[config.mk]
export PLATFORM = sky130hd
export DESIGN_NAME = pe_operand_sequencer_flat
export DESIGN_NICKNAME = d
export VERILOG_FILES = /design/src/rtl/pe_operand_sequencer_if.sv /design/src/rtl/pe_operand_sequencer.sv /design/src/flat_wrapper.sv
export SDC_FILE = /design/constraint.sdc
export NUM_CORES = 1
export LEC_CHECK = 0
export ABC_AREA = 1
export BUFFER_PORTS_ARGS = -buffer_cell sky130_fd_sc_hd__buf_2
export CAP_MARGIN = 10
export CORE_AREA = 2 2 99 101
export CTS_CLUSTER_DIAMETER = 80
export DETAILED_ROUTE_END_ITERATION = 8
export DIE_AREA = 0 0 101 103
export PLACE_DENSITY_LB_ADDON = 0.12
export SYNTH_ARGS = -nofsm -noshare
export SYNTH_HDL_FRONTEND = slang
export SYNTH_SLANG_ARGS = --single-unit
export TNS_END_PERCENT = 10
[constraint.sdc]
create_clock -name clk -period 3.45 [get_ports clk]
set_input_delay 0.345 -clock clk [delete_from_list [all_inputs] [get_ports clk]]
set_output_delay 0.345 -clock clk [all_outputs]
set_load 0.01 [all_outputs]
[src/rtl/pe_operand_sequencer_if.sv]
// Result stream from the operand sequencer to the downstream consumer.
// valid/ready: a word transfers on any rising clk edge where out_valid && out_ready; while out_valid is high and out_ready is low, out_index and out_data are held stable.
interface pe_operand_sequencer_if #(
    parameter int DATA_W = 16
);
    logic              out_valid;
    logic              out_ready;
    logic [6:0]        out_index;
    logic [DATA_W-1:0] out_data;

    modport master (
        output out_valid,
        output out_index,
        output out_data,
        input  out_ready
    );

    modport slave (
        input  out_valid,
        input  out_index,
        input  out_data,
        output out_ready
    );
endinterface

[src/rtl/pe_operand_sequencer.sv]
// Streams activation/weight pairs from two sync-read memories into one FP16 MAC PE,
// then captures one accumulated result per output neuron and offers it on a valid/ready stream.
module pe_operand_sequencer #(
    parameter int DATA_W      = 16,
    parameter int NUM_TERMS   = 400,
    parameter int NUM_OUTPUTS = 120,
    parameter int ACT_ADDR_W  = 9,
    parameter int WGT_ADDR_W  = 16,
    parameter int PE_LATENCY  = 1
) (
    input  logic                  clk,
    input  logic                  reset,
    input  logic                  start,
    output logic                  busy,
    output logic                  done,
    output logic                  act_rd_en,
    output logic [ACT_ADDR_W-1:0] act_addr,
    input  logic [DATA_W-1:0]     act_data,
    output logic                  wgt_rd_en,
    output logic [WGT_ADDR_W-1:0] wgt_addr,
    input  logic [DATA_W-1:0]     wgt_data,
    output logic                  pe_reset,
    output logic                  pe_enable,
    output logic [DATA_W-1:0]     pe_floatA,
    output logic [DATA_W-1:0]     pe_floatB,
    input  logic [DATA_W-1:0]     pe_result,
    output logic [2:0]            dbg_state,
    pe_operand_sequencer_if.master out_if
);

    typedef enum logic [2:0] {
        S_IDLE   = 3'd0,
        S_CLEAR  = 3'd1,
        S_FETCH  = 3'd2,
        S_DRAIN  = 3'd3,
        S_OUTPUT = 3'd4,
        S_DONE   = 3'd5
    } state_e;

    localparam int DRAIN_W = $clog2(PE_LATENCY + 1) + 1;
    localparam logic [ACT_ADDR_W-1:0] LAST_TERM  = ACT_ADDR_W'(NUM_TERMS - 1);
    localparam logic [6:0]            LAST_OUT   = 7'(NUM_OUTPUTS - 1);
    localparam logic [DRAIN_W-1:0]    DRAIN_LAST = DRAIN_W'(PE_LATENCY);

    state_e                state_q, state_d;
    logic [ACT_ADDR_W-1:0] term_q, term_d;
    logic [WGT_ADDR_W-1:0] wgt_addr_q, wgt_addr_d;
    logic [6:0]            out_idx_q, out_idx_d;
    logic [DRAIN_W-1:0]    drain_q, drain_d;
    logic [DATA_W-1:0]     out_data_q, out_data_d;
    logic                  pe_enable_q, pe_enable_d;
    logic                  rd_en;

    always_ff @(posedge clk or negedge reset) begin
        if (!reset) begin
            state_q     <= S_IDLE;
            term_q      <= '0;
            wgt_addr_q  <= '0;
            out_idx_q   <= '0;
            drain_q     <= '0;
            out_data_q  <= '0;
            pe_enable_q <= 1'b0;
        end else begin
            state_q     <= state_d;
            term_q      <= term_d;
            wgt_addr_q  <= wgt_addr_d;
            out_idx_q   <= out_idx_d;
            drain_q     <= drain_d;
            out_data_q  <= out_data_d;
            pe_enable_q <= pe_enable_d;
        end
    end

    always_comb begin
        state_d       = state_q;
        term_d        = term_q;
        wgt_addr_d    = wgt_addr_q;
        out_idx_d     = out_idx_q;
        drain_d       = drain_q;
        out_data_d    = out_data_q;
        rd_en         = 1'b0;
        pe_reset      = 1'b0;
        busy          = 1'b1;
        done          = 1'b0;
        out_if.out_valid = 1'b0;

        case (state_q)
            S_IDLE: begin
                busy     = 1'b0;
                pe_reset = 1'b1;
                if (start) begin
                    state_d    = S_CLEAR;
                    out_idx_d  = '0;
                    wgt_addr_d = '0;
                end
            end
            S_CLEAR: begin
                pe_reset = 1'b1;
                term_d   = '0;
                state_d  = S_FETCH;
            end
            S_FETCH: begin
                rd_en      = 1'b1;
                term_d     = term_q + ACT_ADDR_W'(1);
                // Weight address keeps running across neurons: out_idx*NUM_TERMS + term without a multiplier.
                wgt_addr_d = wgt_addr_q + WGT_ADDR_W'(1);
                if (term_q == LAST_TERM) begin
                    state_d = S_DRAIN;
                    drain_d = '0;
                end
            end
            S_DRAIN: begin
                // One cycle for the memory return, PE_LATENCY more for the accumulator to settle.
                if (drain_q == DRAIN_LAST) begin
                    state_d    = S_OUTPUT;
                    out_data_d = pe_result;
                end else begin
                    drain_d = drain_q + DRAIN_W'(1);
                end
            end
            S_OUTPUT: begin
                out_if.out_valid = 1'b1;
                if (out_if.out_ready) begin
                    if (out_idx_q == LAST_OUT) begin
                        state_d = S_DONE;
                    end else begin
                        out_idx_d = out_idx_q + 7'd1;
                        state_d   = S_CLEAR;
                    end
                end
            end
            S_DONE: begin
                done    = 1'b1;
                state_d = S_IDLE;
            end
            default: begin
                state_d = S_IDLE;
            end
        endcase
    end

    // Read data arrives one cycle after the strobe, so the PE enable is the strobe delayed by one.
    assign pe_enable_d = rd_en;

    assign act_rd_en = rd_en;
    assign wgt_rd_en = rd_en;
    assign act_addr  = term_q;
    assign wgt_addr  = wgt_addr_q;
    assign pe_enable = pe_enable_q;
    assign pe_floatA = pe_enable_q ? act_data : '0;
    assign pe_floatB = pe_enable_q ? wgt_data : '0;
    assign dbg_state = state_q;

    assign out_if.out_index = out_idx_q;
    assign out_if.out_data  = out_data_q;

endmodule

[src/flat_wrapper.sv]
// flat-port wrapper written by rule: the top's interface ports become plain ports
module pe_operand_sequencer_flat 
#(
    parameter int DATA_W      = 16,
    parameter int NUM_TERMS   = 400,
    parameter int NUM_OUTPUTS = 120,
    parameter int ACT_ADDR_W  = 9,
    parameter int WGT_ADDR_W  = 16,
    parameter int PE_LATENCY  = 1
)
  (clk, reset, start, busy, done, act_rd_en, act_addr, act_data, wgt_rd_en, wgt_addr, wgt_data, pe_reset, pe_enable, pe_floatA, pe_floatB, pe_result, dbg_state, out_if_out_valid, out_if_out_index, out_if_out_data, out_if_out_ready);
  pe_operand_sequencer_if #(.DATA_W(DATA_W)) out_if_i ();
  input  logic clk;
  input  logic reset;
  input  logic start;
  output logic busy;
  output logic done;
  output logic act_rd_en;
  output logic [ACT_ADDR_W-1:0] act_addr;
  input  logic [DATA_W-1:0] act_data;
  output logic wgt_rd_en;
  output logic [WGT_ADDR_W-1:0] wgt_addr;
  input  logic [DATA_W-1:0] wgt_data;
  output logic pe_reset;
  output logic pe_enable;
  output logic [DATA_W-1:0] pe_floatA;
  output logic [DATA_W-1:0] pe_floatB;
  input  logic [DATA_W-1:0] pe_result;
  output logic [2:0] dbg_state;
  output wire logic [$bits(out_if_i.out_valid)-1:0] out_if_out_valid;
  output wire logic [$bits(out_if_i.out_index)-1:0] out_if_out_index;
  output wire logic [$bits(out_if_i.out_data)-1:0] out_if_out_data;
  input wire logic [$bits(out_if_i.out_ready)-1:0] out_if_out_ready;
  assign out_if_out_valid = out_if_i.out_valid;
  assign out_if_out_index = out_if_i.out_index;
  assign out_if_out_data = out_if_i.out_data;
  assign out_if_i.out_ready = out_if_out_ready;
  pe_operand_sequencer #(.DATA_W(DATA_W), .NUM_TERMS(NUM_TERMS), .NUM_OUTPUTS(NUM_OUTPUTS), .ACT_ADDR_W(ACT_ADDR_W), .WGT_ADDR_W(WGT_ADDR_W), .PE_LATENCY(PE_LATENCY)) u_core (.clk(clk), .reset(reset), .start(start), .busy(busy), .done(done), .act_rd_en(act_rd_en), .act_addr(act_addr), .act_data(act_data), .wgt_rd_en(wgt_rd_en), .wgt_addr(wgt_addr), .wgt_data(wgt_data), .pe_reset(pe_reset), .pe_enable(pe_enable), .pe_floatA(pe_floatA), .pe_floatB(pe_floatB), .pe_result(pe_result), .dbg_state(dbg_state), .out_if(out_if_i));
endmodule
After elaboration in Yosys (flattened, before gate mapping). Index checks and enable logic that the tools add are counted.

Add/subtract/negate cells: 4. Reductions and logical operators: 11. Eq/ne operators: 14. Mux-type cells: 23.

Operators with widths (number): 2-to-1 mux 16 bit (3); case mux 16 bit (2 select lines) (1); 2-to-1 mux 7 bit (3); case mux 9 bit (2 select lines) (1); adder 16 x 1 -> 16 bit (second input constant) (1); 2-to-1 mux 3 bit (5); case mux 3 bit (5 select lines) (1); case mux 7 bit (2 select lines) (1); adder 9 x 1 -> 9 bit (second input constant) (1); equality test 9 bit (second input constant) (1); inequality test 2 bit (second input constant) (4); AND reduction 4 bit (2); nonzero test 2 bit (4); adder 7 x 1 -> 7 bit (second input constant) (1); equality test 7 bit (second input constant) (1); equality test 3 x 2 -> 1 bit (second input constant) (2); equality test 3 bit (second input constant) (2); 2-to-1 mux 1 bit (5); 2-to-1 mux 2 bit (2); inequality test 2 x 1 -> 1 bit (second input constant) (2); case mux 2 bit (2 select lines) (1); AND reduction 2 bit (2); equality test 3 x 1 -> 1 bit (second input constant) (1); zero test 3 bit (1); other kinds (4) (4).

Word-level logic and storage cells: 59. Input port bits: 52. Output and inout port bits: 90. Register bits: 54.

Depth between registers and ports, before layout. Gate-level depths: netlist of run 1.

Word-level depth: 4. Depth in mapped cells: 9. Mapped depth without buffers: 8.

Worst setup path after synthesis of run 1. Ideal clock, no wire load.

Kind: reg-to-output. Start point: reg u_core.state_q[1], in the netlist u_core.dbg_state[1]. End point: out wgt_rd_en. Cell stages (with the launch flop): 7. Required time: 3.105 ns. Arrival time: 1.118 ns. Buffers on the path: 2. Path slack: 1.987 ns. Path through: dfrtp_1 -> inv_2 -> nor2_8 -> nand2_4 -> inv_4 -> buf_4 -> buf_4.

Cells in the longest elaborated chain, start to end: 2.

Ends and longest elaborated chain: start, declared (RTL line pe_operand_sequencer.sv:45) `state_e state_q, state_d;`; start signal, assigned (RTL line pe_operand_sequencer.sv:64) `state_q <= state_d;`; equality test 3 x 2 -> 1 bit (RTL line pe_operand_sequencer.sv:87) `case (state_q)`; 2-to-1 mux 1 bit (RTL line pe_operand_sequencer.sv:87); end, declared (RTL line flat_wrapper.sv:21) `output logic wgt_rd_en;`.

Every way passes these cells.

Final worst setup path of run 1.
Start point: reg u_core.pe_enable_q, in the netlist u_core.pe_enable. End point: out pe_floatB[3].

Cells in the longest elaborated chain, start to end: 1.

Ends and longest elaborated chain: start, declared (RTL line pe_operand_sequencer.sv:51) `logic pe_enable_q, pe_enable_d;`; start signal, assigned (RTL line pe_operand_sequencer.sv:70) `pe_enable_q <= pe_enable_d;`; 2-to-1 mux 16 bit (RTL line pe_operand_sequencer.sv:151) `assign pe_floatB = pe_enable_q ? wgt_data : '0;`; end, declared (RTL line flat_wrapper.sv:27) `output logic [DATA_W-1:0] pe_floatB;`.

Every way passes these cells.

==> summary.md, run 1 <==
| Metric | Value |
|---|---|
| Post-Synth XOR/XNOR Area | 0.562% |
| CP Class | reg -> out |
| Root Driver | clkbuf_8 |
| Net Switching | 269 uW |
| # setup viols final | 0 |
| Max-slew violations | 0 |
| Vias | 3178 |
| Int Pwr | ~890 uW |
| Met2 WL | 3930 um |
| Initial antenna violation count | 0 |
| FP Rows | 36 |
| Maximum VDD drop | about 0.00013 V |
| Depth of the most critical reg-to-reg path | 6 |
| Gr ovfl total | 0 |
| Setup TNS | 0 ns |
| Layout cells sized above 1 | between 20 and 30% |
| Ports | 142 |
| Pre-antenna DRT Iters | 5 |
| Sw Share | between 20% and 30% |
| Core footprint | between 9000 and 10000 sq um |
| Wl on met1 | about 3700 um |
| Final min period | between 1.5 and 2 ns |
| Max_slew headroom | between 40% and 50% |
| GPL Wtd Cong | around 0.78 |
| Clk slew on worst S/H paths | ~0.11 ns |
| Fmax | 521 MHz |
| Hpwl dp | 6180 um |
| Die H | between 100 and 150 um |
| DR top layer | met4 |
| Synth Area in Compound Gates | between 6 and 7% |
| Seq/Total Area, Yosys | 43.4% |
| Most frequent cells in the layout | nand2_1, buf_2, inv_1 |
| Width of the die | approximately 100 um |
| Clk_lat worst skew | ~0.31 ns |
| CTS tree | yes |
| Maxcap violations | 0 |
| YS warnings | 0 |
| Post-synth design cell area | just over 3000 sq um |
| Pleak | approximately 2.3 nW |
| DIE AREA | ~10000 sq um |
| Largest family of logic cells by synthesized area | simple AND/OR/NAND/NOR gates |
| Crit path max fanout | 33 |
| First-pass GRT wire length | about 13000 um |
| H-tree depth | 2 |
| Met3 WL | ~580 um |
| Initial core utilization | approximately 33% |
| Syn avg cell area | 7.16 sq um |
| PortBufs | 141 |
| Post-Synth Adder-Cell Area | under 10% |
| Layout area overhead | 28.7% |
| Min-Delay Path Class | in -> async |
| Largest net degree at the start of global routing | 34 |
| Routed WL | 8270 um |
| Post-Syn Nets | around 490 |
| Simple-Gate Fraction of Synth Area | between 30% and 40% |
| Distinct cells, synth | 30 |
| Final Cycle Share | approximately 56% |
| CP Capture Type | primary output |
| PostCTS Resize Cnt | 0 |
| Initial detailed-routing violation count | 87 |
| WP data arrival | roughly 1.6 ns |
| Reg power frac | between 50% and 60% |
| Post-synthesis mux area share | 0% |
| Clock share of power | between 30% and 40% |
| Filler Cell Count | around 1000 |
| Seq cells post-synth | 54 |
| Final hold vios | 0 |
| Nets@finish | approximately 630 |
| Post-CTS Setup Repair Bufs | 0 |
| CP required | between 3 and 4 ns |
| Combinational share of power | between 7 and 8% |
| Status | finished, final reports clean |
| Worst slew pin tran | ~0.90 ns |
| Dpl cell area | 3890 sq um |
| Final Instance Area | approximately 4000 sq um |
| Routed len/inst | 12.0 um |
| Most common cell after layout, fill and taps aside | nand2_1 |
| Post-route ant nets | 0 |
| Longest Clk Path Bufs | 2 |
| Clock skew | between 0.01 and 0.015 ns |
| Power density cells | around 290 nW/um^2 |
| Unrepaired setup endpoints after global routing | no |
| CTS buffer count | 5 |
| Sinks on Clock Net | 54 |
| Vias in the first global route | slightly below 3000 |
| DRC Markers | 0 |
| Cts-stage hold buffer count | 0 |
| All-Layer GR Usage | between 10% and 20% |
| # diodes | 0 |
| Mapped Cells | 435 |
| Via-to-Cell Ratio | around 4.6 |
| CP startpoint kind | flop |
[worst paths after layout]
path	slack, ns	endpoint	start
setup / recovery	1.53	pe_floatB[3]	u_core.pe_enable$_DFF_PN0_
hold / removal	0.1	u_core.wgt_addr[10]$_DFFE_PN0P_	reset
setup reg to reg	1.77	u_core.drain_q[1]$_DFFE_PN0P_	u_core.drain_q[1]$_DFFE_PN0P_
hold reg to reg	0.48	u_core.out_if.out_data[3]$_DFFE_PN0P_	u_core.out_if.out_data[3]$_DFFE_PN0P_
max in group asynchronous	2.55	u_core.out_if.out_index[0]$_DFFE_PN0P_	reset
min in group clk	0.26	u_core.out_if.out_data[6]$_DFFE_PN0P_	pe_result[6]
[state kept, by name, indices dropped and copies added (netlist names)]
signal                   cells
u_core.out_if.out_index      7
u_core.pe_enable             1
u_core.wgt_addr             16
u_core.dbg_state             3
u_core.out_if.out_data      16
u_core.drain_q               2
u_core.act_addr              9
[stage by stage]
| stage | setup WS [ns] | total power, mW | utilization [%] | hold WS (ns) | cells |
|---|---|---|---|---|---|
| after floorplan | 1.99 | 0.672 | - | 0.0494 | 435 |
| after global placement | 1.85 | 0.733 | 41.2 | 0.457 | 680 |
| after detailed placement | 1.79 | 0.733 | 41.2 | 0.457 | 680 |
| after CTS | 1.51 | 1.18 | 42.4 | 0.128 | 688 |
| after global routing | 1.35 | 1.21 | 42.4 | 0.160 | 688 |
| final | 1.53 | 1.16 | 42.4 | 0.0983 | 688 |
[final cells by class]
cell class / count / area [sq um] / share of cell area [%]
Multi-Input combinational cell: 295 / 1400 / 35.0
Clock inverter: 3 / 43.8 / 1.09
Sequential cell: 54 / 1350 / 33.7
Inverter: 75 / 287 / 7.15
Tap cell: 114 / 143 / 3.56
Clock buffer: 5 / 68.8 / 1.72
Timing Repair Buffer: 142 / 713 / 17.8
[metal layers]
metal | global-route usage, % | up-vias
li1 | - | 1631
met3 | 3.93 | 10
met1 | 19.1 | 1416
met2 | 28.4 | 121
met5 | 0 | -
met4 | 4.16 | 0
[kinds of logic after synthesis]
logic type / after synthesis
flops: 54
xor+xnor: 2
buf+inv: 86
compound gates: 35
fa+ha+maj: 4
simple gates: 254
[power by group through the flow]
stage	clock network, mW	logic [mW]	registers, mW
final	0.440	0.0866	0.632
after global routing	0.481	0.0995	0.633
after CTS	0.458	0.0888	0.633
after detailed placement	0	0.0885	0.645
after global placement	0	0.0877	0.645
after floorplan	0	0.0268	0.645
[synth_stat cells]
| master | count | area, sq um |
|---|---|---|
| a31oi_1 | 1 | 6.26 |
| a21oi_1 | 4 | 20.0 |
| nor2_8 | 1 | 20.0 |
| nand2_4 | 2 | 22.5 |
| or2_2 | 1 | 6.26 |
| a22o_1 | 2 | 17.5 |
| inv_1 | 69 | 259 |
| xor2_1 | 1 | 8.76 |
| dfrtp_1 | 54 | 1350 |
| nor3_1 | 5 | 25.0 |
| inv_4 | 2 | 12.5 |
| nand2_1 | 149 | 559 |
| nor3_2 | 1 | 10.0 |
| o21ai_0 | 15 | 75.1 |
| nand4_1 | 10 | 62.6 |
| inv_2 | 4 | 15.0 |
| ha_1 | 4 | 50.1 |
| buf_6 | 3 | 33.8 |
| clkbuf_1 | 5 | 18.8 |
| buf_4 | 3 | 22.5 |
| nand3_4 | 1 | 17.5 |
| nand2_2 | 3 | 18.8 |
| nand3_1 | 53 | 265 |
| o21bai_1 | 1 | 7.51 |
| o21ai_1 | 10 | 50.1 |
| nor2_4 | 4 | 45.0 |
| o22ai_1 | 2 | 12.5 |
| xnor2_1 | 1 | 8.76 |
| nor2_2 | 1 | 6.26 |
| nor2_1 | 23 | 86.3 |
[critical path, stage by stage, from the launching register on]
cell and delay [ns]:
dfrtp_1 0.94, nand2_1 0.11, inv_1 0.09, buf_2 0.12
(Power assumes the default switching activity.)
==> run 2, diff against run 1 <==
- clock period: 3.45 -> 1.95 ns (I/O delays scaled with it)
==> summary.md, run 2 (synthesis results as in run 1) <==
| Metric | Value |
|---|---|
| DRC Markers | 0 |
| Cells along the critical path | nor2_8, nand2_4, inv_4, buf_2 |
| Clock skew | 0.00407 ns |
| Final hold vios | 0 |
| Vias | between 3000 and 4000 |
| CP startpoint kind | flop |
| Maximum VDD drop | between 0.0002 and 0.0003 V |
| # setup viols final | 0 |
| Worst slew pin tran | approximately 0.58 ns |
| Max-slew violations | 0 |
| Post-route ant nets | 0 |
| CP Capture Type | primary output |
| CP Class | reg -> out |
| Unrepaired setup endpoints after global routing | no |
| Die H | approximately 100 um |
| Core footprint | 9460 sq um |
| Pre-antenna DRT Iters | 4 |
| All-Layer GR Usage | between 10% and 20% |
| Routed WL | between 8000 and 9000 um |
| Initial antenna violation count | 0 |
| Critical path buffers and inverters | 2 |
| CTS buffer count | 5 |
| Most common cell after layout, fill and taps aside | nand2_1 |
| Power density cells | between 400 and 500 nW/um^2 |
| Vias in the first global route | between 2000 and 3000 |
| Final Instance Area | 4030 sq um |
| Clk slew on worst S/H paths | around 0.1 ns |
| CP required | roughly 1.8 ns |
| Root Driver | clkbuf_8 |
| CP peak stage delay | 0.50 ns |
| Met3 WL | around 650 um |
| H-tree depth | 2 |
| Worst setup path start | u_core.dbg_state[2]$_DFFE_PN0P_ |
| Max_slew headroom | about three fifths |
| Crit-path slowest cell | dfrtp_1 |
| Final min period | between 1.5 and 2 ns |
| Crit path max-delay family | flip-flops |
| Pleak | roughly 2.3 nW |
| Width of the die | 101 um |
| Post-CTS Setup Repair Bufs | 0 |
| Layout area overhead | 29.3% |
| FP Rows | 36 |
| DR top layer | met4 |
| Fmax | between 500 and 600 MHz |
| Ports | between 100 and 150 |
| Initial core utilization | roughly a third |
| # diodes | 0 |
| Longest Clk Path Bufs | 2 |
| Gr ovfl total | 0 |
| Initial detailed-routing violation count | between 100 and 150 |
| CTS tree | yes |
| Worst Min Path Start | pe_result[12] |
| Largest net degree at the start of global routing | 33 |
| Cts-stage hold buffer count | 1 |
| Setup TNS | 0 ns |
| PostCTS Resize Cnt | 0 |
| Crit path max fanout | 25 |
| Final Cycle Share | roughly nine tenths |
| DIE AREA | about 10000 sq um |
| Met2 WL | around 3700 um |
| Final WS setup | 0.174 ns |
| Via-to-Cell Ratio | roughly 4.6 |
| Wl on met1 | 3790 um |
| Clk_lat worst skew | approximately 0.32 ns |
| Maxcap violations | 0 |
| PortBufs | approximately 140 |
| Hpwl dp | between 6000 and 7000 um |
| WP data arrival | approximately 1.6 ns |
| Nets@finish | ~630 |
| Most frequent cells in the layout | nand2_1, buf_2, inv_1 |
| Min-Delay Path Class | in -> reg |
| Routed len/inst | 11.9 um |
| GPL Wtd Cong | between 0.7 and 0.8 |
| Status | finished, final reports clean |
| Dpl cell area | 3920 sq um |
| Layout cells sized above 1 | about 30% |
| Pre-CTS setup slack | slightly below 0.4 ns |
| Reg2reg start | u_core.dbg_state[2]$_DFFE_PN0P_ |
| First-pass GRT wire length | roughly 13000 um |
| Sinks on Clock Net | 54 |
==> run 2: changes by cell type in the layout (fill, tap and decap cells not counted), sizes merged <==
cell,delta
buf,+2
dlygate4sd3,+1
bufinv,-1
clkinvlp,+1
==> run 2: per-stage QoR <==
stage / cells / total power [mW] / util (%) / hold WS, ns
2_1_floorplan: 435 / 1.19 / - / -0.101
3_3_place_gp: 682 / 1.30 / 41.5 / 0.219
3_5_place_dp: 682 / 1.30 / 41.5 / 0.224
4_1_cts: 691 / 1.97 / 42.6 / 0.0917
5_1_grt: 691 / 2.03 / 42.6 / 0.0910
6_report: 691 / 1.94 / 42.6 / 0.0973
==> run 2: final cells by class <==
class / count / area [sq um]
Tap cell: 114 / 143
Timing Repair Buffer: 145 / 751
Multi-Input combinational cell: 295 / 1400
Clock inverter: 3 / 25.0
Sequential cell: 54 / 1350
Fill cell: 1002 / 5430
Inverter: 75 / 287
Clock buffer: 5 / 68.8
==> run 2: power breakdown <==
part	switching, mW	internal [mW]
registers	0	1.12
clock network	0.407	0.260
logic	0.0817	0.0755
total	0.489	1.45
==> run 2: final timing paths <==
kind	cells after the start	to	slack, ns
max in group asynchronous	3	u_core.dbg_state[0]$_DFFE_PN0P_	0.98
min reg2reg	2	u_core.out_if.out_data[5]$_DFFE_PN0P_	0.47
min	3	u_core.out_if.out_data[12]$_DFFE_PN0P_	0.1
max reg2reg	7	u_core.drain_q[1]$_DFFE_PN0P_	0.37
max	4	act_rd_en	0.17
min in group asynchronous	2	u_core.wgt_addr[14]$_DFFE_PN0P_	0.40
==> run 2: metal layers <==
layer | vias to the layer above | GRT usage [%]
met3 | 6 | 3.39
met2 | 122 | 27.2
met1 | 1430 | 20.3
met4 | 0 | 4.05
li1 | 1636 | -
met5 | - | 0
==> run 2: worst register-to-register path: stages, from the launching register on <==
cell	delay, ns
dfrtp_1	0.50
nor2_8	0.19
nand2_4	0.13
inv_4	0.25
nand2_1	0.21
nand3_1	0.14
nand2_1	0.06
nand2_1	0.05
==> run 3, diff against run 2 <==
- REMOVE_ABC_BUFFERS: unset -> 1
==> summary.md, run 3 (synthesis results as in run 1) <==
| Metric | Value |
|---|---|
| Vias in the first global route | 2798 |
| CP peak stage delay | roughly 0.46 ns |
| First-pass GRT wire length | 13100 um |
| Initial core utilization | approximately 33% |
| Nets@finish | 632 |
| Met3 WL | between 500 and 600 um |
| CTS buffer count | 5 |
| Maximum VDD drop | between 0.0002 and 0.0003 V |
| Routed len/inst | 11.7 um |
| Via-to-Cell Ratio | ~4.6 |
| Final Cycle Share | 90.4% |
| Clk slew on worst S/H paths | 0.10 ns |
| DR top layer | met4 |
| Final min period | 1.76 ns |
| Fmax | about 570 MHz |
| Most frequent cells in the layout | nand2_1, buf_2, inv_1 |
| Width of the die | between 100 and 150 um |
| Pre-CTS setup slack | between 0.3 and 0.4 ns |
| CP required | between 1.5 and 2 ns |
| FP Rows | 36 |
| Setup TNS | 0 ns |
| PortBufs | roughly 140 |
| Clk_lat worst skew | between 0.3 and 0.4 ns |
| Met2 WL | roughly 3700 um |
| Most common cell after layout, fill and taps aside | nand2_1 |
| GPL Wtd Cong | about 0.85 |
| Critical path buffers and inverters | 3 |
| CP Class | reg -> out |
| Final WS setup | between 0.15 and 0.2 ns |
| Max-slew violations | 0 |
| Pre-antenna DRT Iters | 4 |
| Cells along the critical path | inv_2, nor2_8, nand2_4, inv_4, buf_2 |
| Pleak | ~2.3 nW |
| Layout area overhead | 29.3% |
| WP data arrival | ~1.6 ns |
| # diodes | 0 |
| CP Capture Type | primary output |
| H-tree depth | 2 |
| Layout cells sized above 1 | 29.8% |
| CP startpoint kind | flop |
| Ports | roughly 140 |
| Wl on met1 | ~3800 um |
| CTS tree | yes |
| Final hold vios | 0 |
| Initial antenna violation count | 0 |
| Largest net degree at the start of global routing | 55 |
| Unrepaired setup endpoints after global routing | no |
| DIE AREA | approximately 10000 sq um |
| Min-Delay Path Class | in -> reg |
| Clock skew | roughly 0.013 ns |
| Initial detailed-routing violation count | between 100 and 150 |
| Hpwl dp | just over 6000 um |
| Crit-path slowest cell | dfrtp_1 |
| # setup viols final | 0 |
| Vias | between 3000 and 4000 |
| Root Driver | clkbuf_8 |
| Longest Clk Path Bufs | 2 |
| DRC Markers | 0 |
| Sinks on Clock Net | 54 |
| Maxcap violations | 0 |
| All-Layer GR Usage | roughly 16% |
| Crit path max-delay family | buffers and inverters |
| Worst slew pin tran | 0.533 ns |
| Power density cells | roughly 480 nW/um^2 |
| Crit path max fanout | 25 |
| Routed WL | 8060 um |
| Status | finished, final reports clean |
| Gr ovfl total | 0 |
| Die H | approximately 100 um |
| Total power | 1.94 mW |
| Core footprint | about 9500 sq um |
| Post-route ant nets | 0 |
| Max_slew headroom | between 60 and 70% |
| Post-Route Hold Slack | 0.107 ns |
## run 3: report_power, final
group	internal (mW)	switching [mW]	total [mW]
Clock	0.287	0.375	0.662
Combinational	0.0758	0.0817	0.158
Sequential	1.12	0	1.12
## run 3: cell type report
cell class | count | area [sq um]
well taps | 114 | 143
flip-flops and latches | 54 | 1350
inverters | 75 | 287
fillers | 1016 | 5430
repair buffers | 145 | 751
multi-input cells | 295 | 1400
clock buffers | 6 | 82.6
clock inverters | 2 | 12.5
## run 3: what timing repair did
item,4_1_cts,5_1_grt
endpoints found under the hold margin,54,0
buffers inserted,0,0
gates resized for setup,0,0
setup endpoints to repair,0,0
hold buffers,1,0
## run 3: path summary, 6_finish.rpt
kind,end,cells past startpoint,start,slack (ns)
min in group asynchronous,u_core.dbg_state[2]$_DFFE_PN0P_,3,reset,0.43
hold reg to reg,u_core.out_if.out_data[1]$_DFFE_PN0P_,2,u_core.out_if.out_data[1]$_DFFE_PN0P_,0.48
hold / removal,u_core.out_if.out_data[9]$_DFFE_PN0P_,3,pe_result[9],0.11
setup / recovery,wgt_rd_en,5,u_core.dbg_state[1]$_DFFE_PN0P_,0.19
max in group asynchronous,u_core.drain_q[1]$_DFFE_PN0P_,3,reset,1.29
setup reg to reg,u_core.drain_q[0]$_DFFE_PN0P_,8,u_core.dbg_state[1]$_DFFE_PN0P_,0.38
## run 3: stage by stage
stage | instances | util [%] | area, sq um
final | 691 | 42.6 | 4030
after global routing | 691 | 42.6 | 4030
after CTS | 691 | 42.6 | 4030
after detailed placement | 682 | 41.5 | 3920
after global placement | 682 | 41.5 | 3920
after floorplan | 424 | - | 3040
## run 3: worst register-to-register path, cell delays in order, from the launching register on
cell,delay [ns]
dfrtp_1,0.46
inv_2,0.10
nor2_8,0.13
nand2_4,0.13
inv_4,0.24
nand2_1,0.21
nand3_1,0.13
nand2_1,0.06
nand2_1,0.05
## run 3: metal layers
layer / vias to the layer above / track usage, %
met1: 1425 / 20.9
met5: - / 0
met4: 0 / 3.43
li1: 1644 / -
met2: 93 / 26.0
met3: 6 / 3.25
